[src/rtl/twi_status_capture_pkg.sv]
// Shared TWI status-stage constants: status code width, the idle code,
// TWSR bit positions and the status/interrupt FSM state encoding.
package twi_status_capture_pkg;

    localparam int unsigned TWS_WIDTH = 5;
    localparam logic [TWS_WIDTH-1:0] TWS_IDLE_CODE = 5'h1F;

    // TWSR read view bit positions
    localparam int unsigned TWINT_BIT = 5;
    localparam int unsigned IE_BIT    = 6;
    localparam int unsigned OVR_BIT   = 7;

    // Control write bit positions
    localparam int unsigned WR_TWINT_CLR = 0;
    localparam int unsigned WR_IE        = 1;
    localparam int unsigned WR_OVR_CLR   = 2;

    typedef enum logic [1:0] {
        IDLE    = 2'd0,
        PENDING = 2'd1,
        RELEASE = 2'd2
    } tws_state_e;

endpackage

[src/rtl/twi_status_capture.sv]
// Registered TWI status/interrupt stage: latches the status code on each
// completion strobe, holds the bus stalled until software clears TWINT.
module twi_status_capture
    import twi_status_capture_pkg::*;
(
    input  logic                 pclk,
    input  logic                 presetn,
    input  logic [TWS_WIDTH-1:0] status_value,
    input  logic                 status_valid,
    input  logic                 stop_done,
    input  logic                 reg_wr_en,
    input  logic [7:0]           reg_wdata,
    output logic [7:0]           tws_rdata,
    output logic                 twint,
    output logic                 irq,
    output logic                 bus_stall,
    output logic                 resume
);

    tws_state_e           state, state_nxt;
    logic [TWS_WIDTH-1:0] status, status_nxt;
    logic                 ie, ie_nxt;
    logic                 ovr, ovr_nxt;
    logic                 twint_clr;
    logic                 ovr_clr;
    logic                 wdata_unused;

    assign twint_clr    = reg_wr_en & reg_wdata[WR_TWINT_CLR];
    assign ovr_clr      = reg_wr_en & reg_wdata[WR_OVR_CLR];
    assign wdata_unused = ^reg_wdata[7:3];

    always_comb begin
        state_nxt  = state;
        status_nxt = status;
        ie_nxt     = reg_wr_en ? reg_wdata[WR_IE] : ie;
        ovr_nxt    = ovr & ~ovr_clr;

        unique case (state)
            IDLE: begin
                if (status_valid) begin
                    status_nxt = status_value;
                    state_nxt  = PENDING;
                end else if (stop_done) begin
                    status_nxt = TWS_IDLE_CODE;
                end
            end
            PENDING: begin
                // Any event while unacknowledged is dropped and flagged,
                // including one coincident with the clearing write.
                if (status_valid) begin
                    ovr_nxt = 1'b1;
                end
                if (twint_clr) begin
                    state_nxt = RELEASE;
                end
            end
            RELEASE: begin
                if (status_valid) begin
                    status_nxt = status_value;
                    state_nxt  = PENDING;
                end else begin
                    if (stop_done) begin
                        status_nxt = TWS_IDLE_CODE;
                    end
                    state_nxt = IDLE;
                end
            end
            default: state_nxt = IDLE;
        endcase
    end

    always_ff @(posedge pclk) begin
        if (!presetn) begin
            state  <= IDLE;
            status <= TWS_IDLE_CODE;
            ie     <= 1'b0;
            ovr    <= 1'b0;
        end else begin
            state  <= state_nxt;
            status <= status_nxt;
            ie     <= ie_nxt;
            ovr    <= ovr_nxt;
        end
    end

    assign twint     = (state == PENDING);
    assign bus_stall = (state == PENDING);
    assign resume    = (state == RELEASE);
    assign irq       = twint & ie;

    always_comb begin
        tws_rdata                  = '0;
        tws_rdata[TWS_WIDTH-1:0]   = status;
        tws_rdata[TWINT_BIT]       = twint;
        tws_rdata[IE_BIT]          = ie;
        tws_rdata[OVR_BIT]         = ovr;
    end

endmodule

[config.mk]
export PLATFORM = sky130hd
export DESIGN_NAME = twi_status_capture
export DESIGN_NICKNAME = d
export VERILOG_FILES = /design/src/rtl/twi_status_capture_pkg.sv /design/src/rtl/twi_status_capture.sv
export SDC_FILE = /design/constraint.sdc
export NUM_CORES = 1
export LEC_CHECK = 0
export ABC_AREA = 1
export CAP_MARGIN = 20
export CORE_AREA = 2 2 39 41
export DETAILED_ROUTE_END_ITERATION = 6
export DIE_AREA = 0 0 41 43
export PLACE_DENSITY = 0.76
export SLEW_MARGIN = 20
export SYNTH_ARGS = -nofsm -noshare
export SYNTH_HDL_FRONTEND = slang
export SYNTH_SLANG_ARGS = --single-unit
[constraint.sdc]
create_clock -name pclk -period 1.5 [get_ports pclk]
set_clock_uncertainty 0.2 [all_clocks]
set_input_delay 0.15 -clock pclk [delete_from_list [all_inputs] [get_ports pclk]]
set_output_delay 0.15 -clock pclk [all_outputs]
set_load 0.05 [all_outputs]
### Word level (Yosys, flattened, before mapping)

Index checks and enable logic that the tools add are counted.

* register bits after elaboration: 9
* input bits: 18
* output and inout bits: 12
* word-level logic and storage cells: 26

* eq/ne operators: 4
* mux-type cells: 8
* bitwise logic cells: 5
* reductions and logical operators: 5

Operators with widths (number)
* $mux W5: 2
* $pmux W2 S3: 1
* $and A1 B1 Y1: 4
* $mux W2: 2
* $reduce_and A2 Y1: 2
* $mux W1: 3
* $eq A2 B1 Y1 const B: 1
* $eq A2 B2 Y1 const B: 1
* $logic_not A2 Y1: 1
* $ne A2 B1 Y1 const B: 1
* $ne A2 B2 Y1 const B: 1
* $reduce_bool A2 Y1: 1
* $reduce_or A2 Y1: 1
* $not A1 Y1: 1

### Logic depth before layout (Yosys ltp)

* depth after elaboration: 5
* depth in mapped cells: 6
* gate-level depth less buffers: 6

### Least setup slack after synthesis

Ideal clock, no wire load.

* kind: reg2out
* start point: reg state[1]
* end point: out resume
* arrival: 1055 ps
* data required time: 1150 ps
* slack: 95 ps
* stages on the path, launching flop included: 3
* buffers on the path: 0
* cells stage by stage: dfxtp_1 inv_1 nor2_1

* cells in the longest elaborated chain, start to end: 1

Ends and longest elaborated chain
* from (decl): line twi_status_capture.sv:20 `tws_state_e state, state_nxt;`
* from (signal assigned): line twi_status_capture.sv:79 `state <= state_nxt;`
* $eq A2 B2 Y1: line twi_status_capture.sv:88 `assign resume = (state == RELEASE);`
* to (decl): line twi_status_capture.sv:17 `output logic resume`

Every way passes these cells.

### Worst setup path in the final report

* start point: reg state[0]
* end point: out twint

* cells in the longest elaborated chain, start to end: 1

Ends and longest elaborated chain
* $eq A2 B1 Y1: line twi_status_capture.sv:86 `assign twint = (state == PENDING);`
* to (decl): line twi_status_capture.sv:14 `output logic twint,`

Every way passes these cells.

==> flow_summary.ini <==
[critical_path]
worstPathArrival_ns = 1.09
critical_path_required_ns = 1.15
cp-end-kind = output pin
critPathLaunchType = register
crit_path_max_fanout = 4
worstSetupPathType = register to output pin

[floorplanning]
die_height_um = 43
die_area_sq_um = 1763
fp-row-count = 14
core-area_sq_um = 1384
fp.dieW_um = 41
start_util_pct = 32.19
ios = 30

[cts]
clockRootBuffer = clkbuf_4
cts.hold.buffers_added = 0
clkTransAtPathRegs_ns = 0.07
clk_latency_ns = 0.27
cts_tree = yes
cts_max_level = 1
cts_buffers = 3
cts_max_path_buffers = 2
numClockSinks = 9

[yosys]
yosysWarnings = 0
synth_fp_nets = 83
ys_top_cells_by_area = dfxtp_1, nand2_1, nand3_1
syn_area_sq_um = 445.4
yosysTopAreaCell = dfxtp_1
yosysSeqAreaShare_pct = 40.45
synthCells = 65
synth_top_area_share_pct = 40.45
syn_avg_cell_area_sq_um = 6.853
synth_seq_cells = 9
synth_cell_types = 14

[placed_design]
place_congestion = 0.7064
dpl_cell_area_sq_um = 795.8
post-dp-hpwl_um = 860.6
port-buffer-count = 24

[drt]
drt_iter0_markers = 6
drt-pass1-iter-count = 2
antenna_left = 0
vias = 456
drc = 0
wl_per_cell_um = 10.49
via_per_inst = 4.302
drt-total-wl_mm = 1.112

[sta]
period_share_pct = 95.81
fmaxAchievable_mhz = 695.8
hold_viol = 0
setup_viol_count_final = 0
slew_viol_final = 0
period_needed_ns = 1.437
finalSetupTns_ns = 0
grt_setup_unrepaired = no
worst_pin_slew_ns = 0.2371
max_slew_margin_pct = 84.16
whs_ns = 0.2205

[outcome]
run_status = finished clean

[power]
pwr-share-comb_pct = 38.0
leakage_uw = 0.0004050
peakVddDrop_v = 0.0005408
share_seq_of_total_power_pct = 36.5
cellPowerDensity_nw_per_um2 = 916.8
p_sw_uw = 260.3
power_frac_clock_pct = 25.6
intPower_uw = 501.4
p_sw_share_pct = 34.17

[flow_run]
maxCapViolations = 0

[global_routing]
gr-total-overflow = 0
grt_pass1_wl_mm = 1.704
grt_pass1_vias = 423
antenna_found_initial = 0
track_usage_pct = 15.11
grt_max_degree = 11

[final_layout]
syn_to_final_growth_pct = 86.52
nets = 109
fin_area_sq_um = 830.8
final_util_pct = 60.04
drive_gt1_share_pct = 27.78
diodes = 0

[min_path]
hold_class = input pin to register
-- routing by layer --
metal	wire length, um	share of wire [%]	vias up	track usage [%]
li1	-	-	240	-
met1	450	40	199	15.58
met2	569	51	13	23.44
met3	52	4.7	4	4.712
met4	40	3.6	0	12.00
met5	0	0	-	0
-- final timing paths --
path | from | endpoint | slack, ns | depth (start not counted)
worst max register to register | state[0] | ovr | 0.28 | 5
worst min-delay path | reg_wdata[1] | ie | 0.22 | 3
worst max-delay path | state[0] | twint | 0.06 | 3
worst min register to register | status[2] | status[2] | 0.31 | 2
-- per-stage QoR --
step | std cells | worst slack (ns) | total power [uW]
finish | 106 | 0.06279 | 761.7
global route | 106 | 0.01175 | 796.6
CTS | 106 | 0.04403 | 764.0
detailed placement | 101 | 0.1095 | 568.0
global placement | 101 | 0.1119 | 563.5
floorplan | 65 | 0.09509 | 425.8
-- layout by cell type (no fill, tap or decap) --
cell	netlist	final
nor2_4	1	1
nor2_2	1	1
inv_1	12	12
nand2_2	2	2
nor2_1	5	5
dfxtp_2	0	1
clkdlybuf4s50_1	0	12
o21ai_2	1	1
buf_12	0	12
buf_4	5	2
a21oi_1	1	1
clkbuf_4	0	3
nand3_1	9	9
nand2_1	15	15
and3_1	1	1
inv_2	2	2
dfxtp_1	9	8
clkbuf_1	0	1
o21ai_0	1	1
-- cells in the mapped netlist --
cell type,instances
nor2_4,1
nand2_1,15
inv_1,12
and3_1,1
nand3_1,9
buf_4,5
a21oi_1,1
dfxtp_1,9
nand2_2,2
nor2_2,1
o21ai_0,1
o21ai_2,1
inv_2,2
nor2_1,5
-- worst max-delay path, cell delays in order, from the launching register on --
cell     delay (ns)
dfxtp_2        0.37
inv_2          0.07
nor2_4         0.21
buf_12         0.17
-- registers in the layout, summed over array words and instances (netlist names) --
register,count
ovr,1
state,2
status,5
ie,1
-- power by group through the flow --
stage / Combinational [uW] / Sequential, uW / Clock [uW]
final: 289 / 278 / 195
after global routing: 304 / 280 / 213
after CTS: 292 / 278 / 195
after detailed placement: 286 / 282 / 0
after global placement: 282 / 281 / 0
after floorplan: 118 / 308 / 0
-- layout make-up --
type	count	area, sq um
multi-input cells	37	175.2
flip-flops and latches	9	181.4
well taps	16	20.02
fillers	119	553.0
inverters	14	52.55
repair buffers	26	375.4
clock buffers	4	26.28
-- cells by family (layout without fill, tap and decap cells) --
group | count (synthesis) | in the layout | synth area share, %
AOI/OAI and AO/OA | 3 | 3 | 4.212
and+or+nand+nor | 34 | 34 | 35.11
DFF | 9 | 9 | 40.45
buffers and inverters | 19 | 44 | 20.23
-- timing repair --
action	in CTS	in global routing
resized for setup	1	0
setup buffers	1	0
gates cloned	0	0
endpoints found under the setup margin	3	3
pin swaps	1	1
hold endpoints to repair	0	0
(Power assumes the default switching activity.)
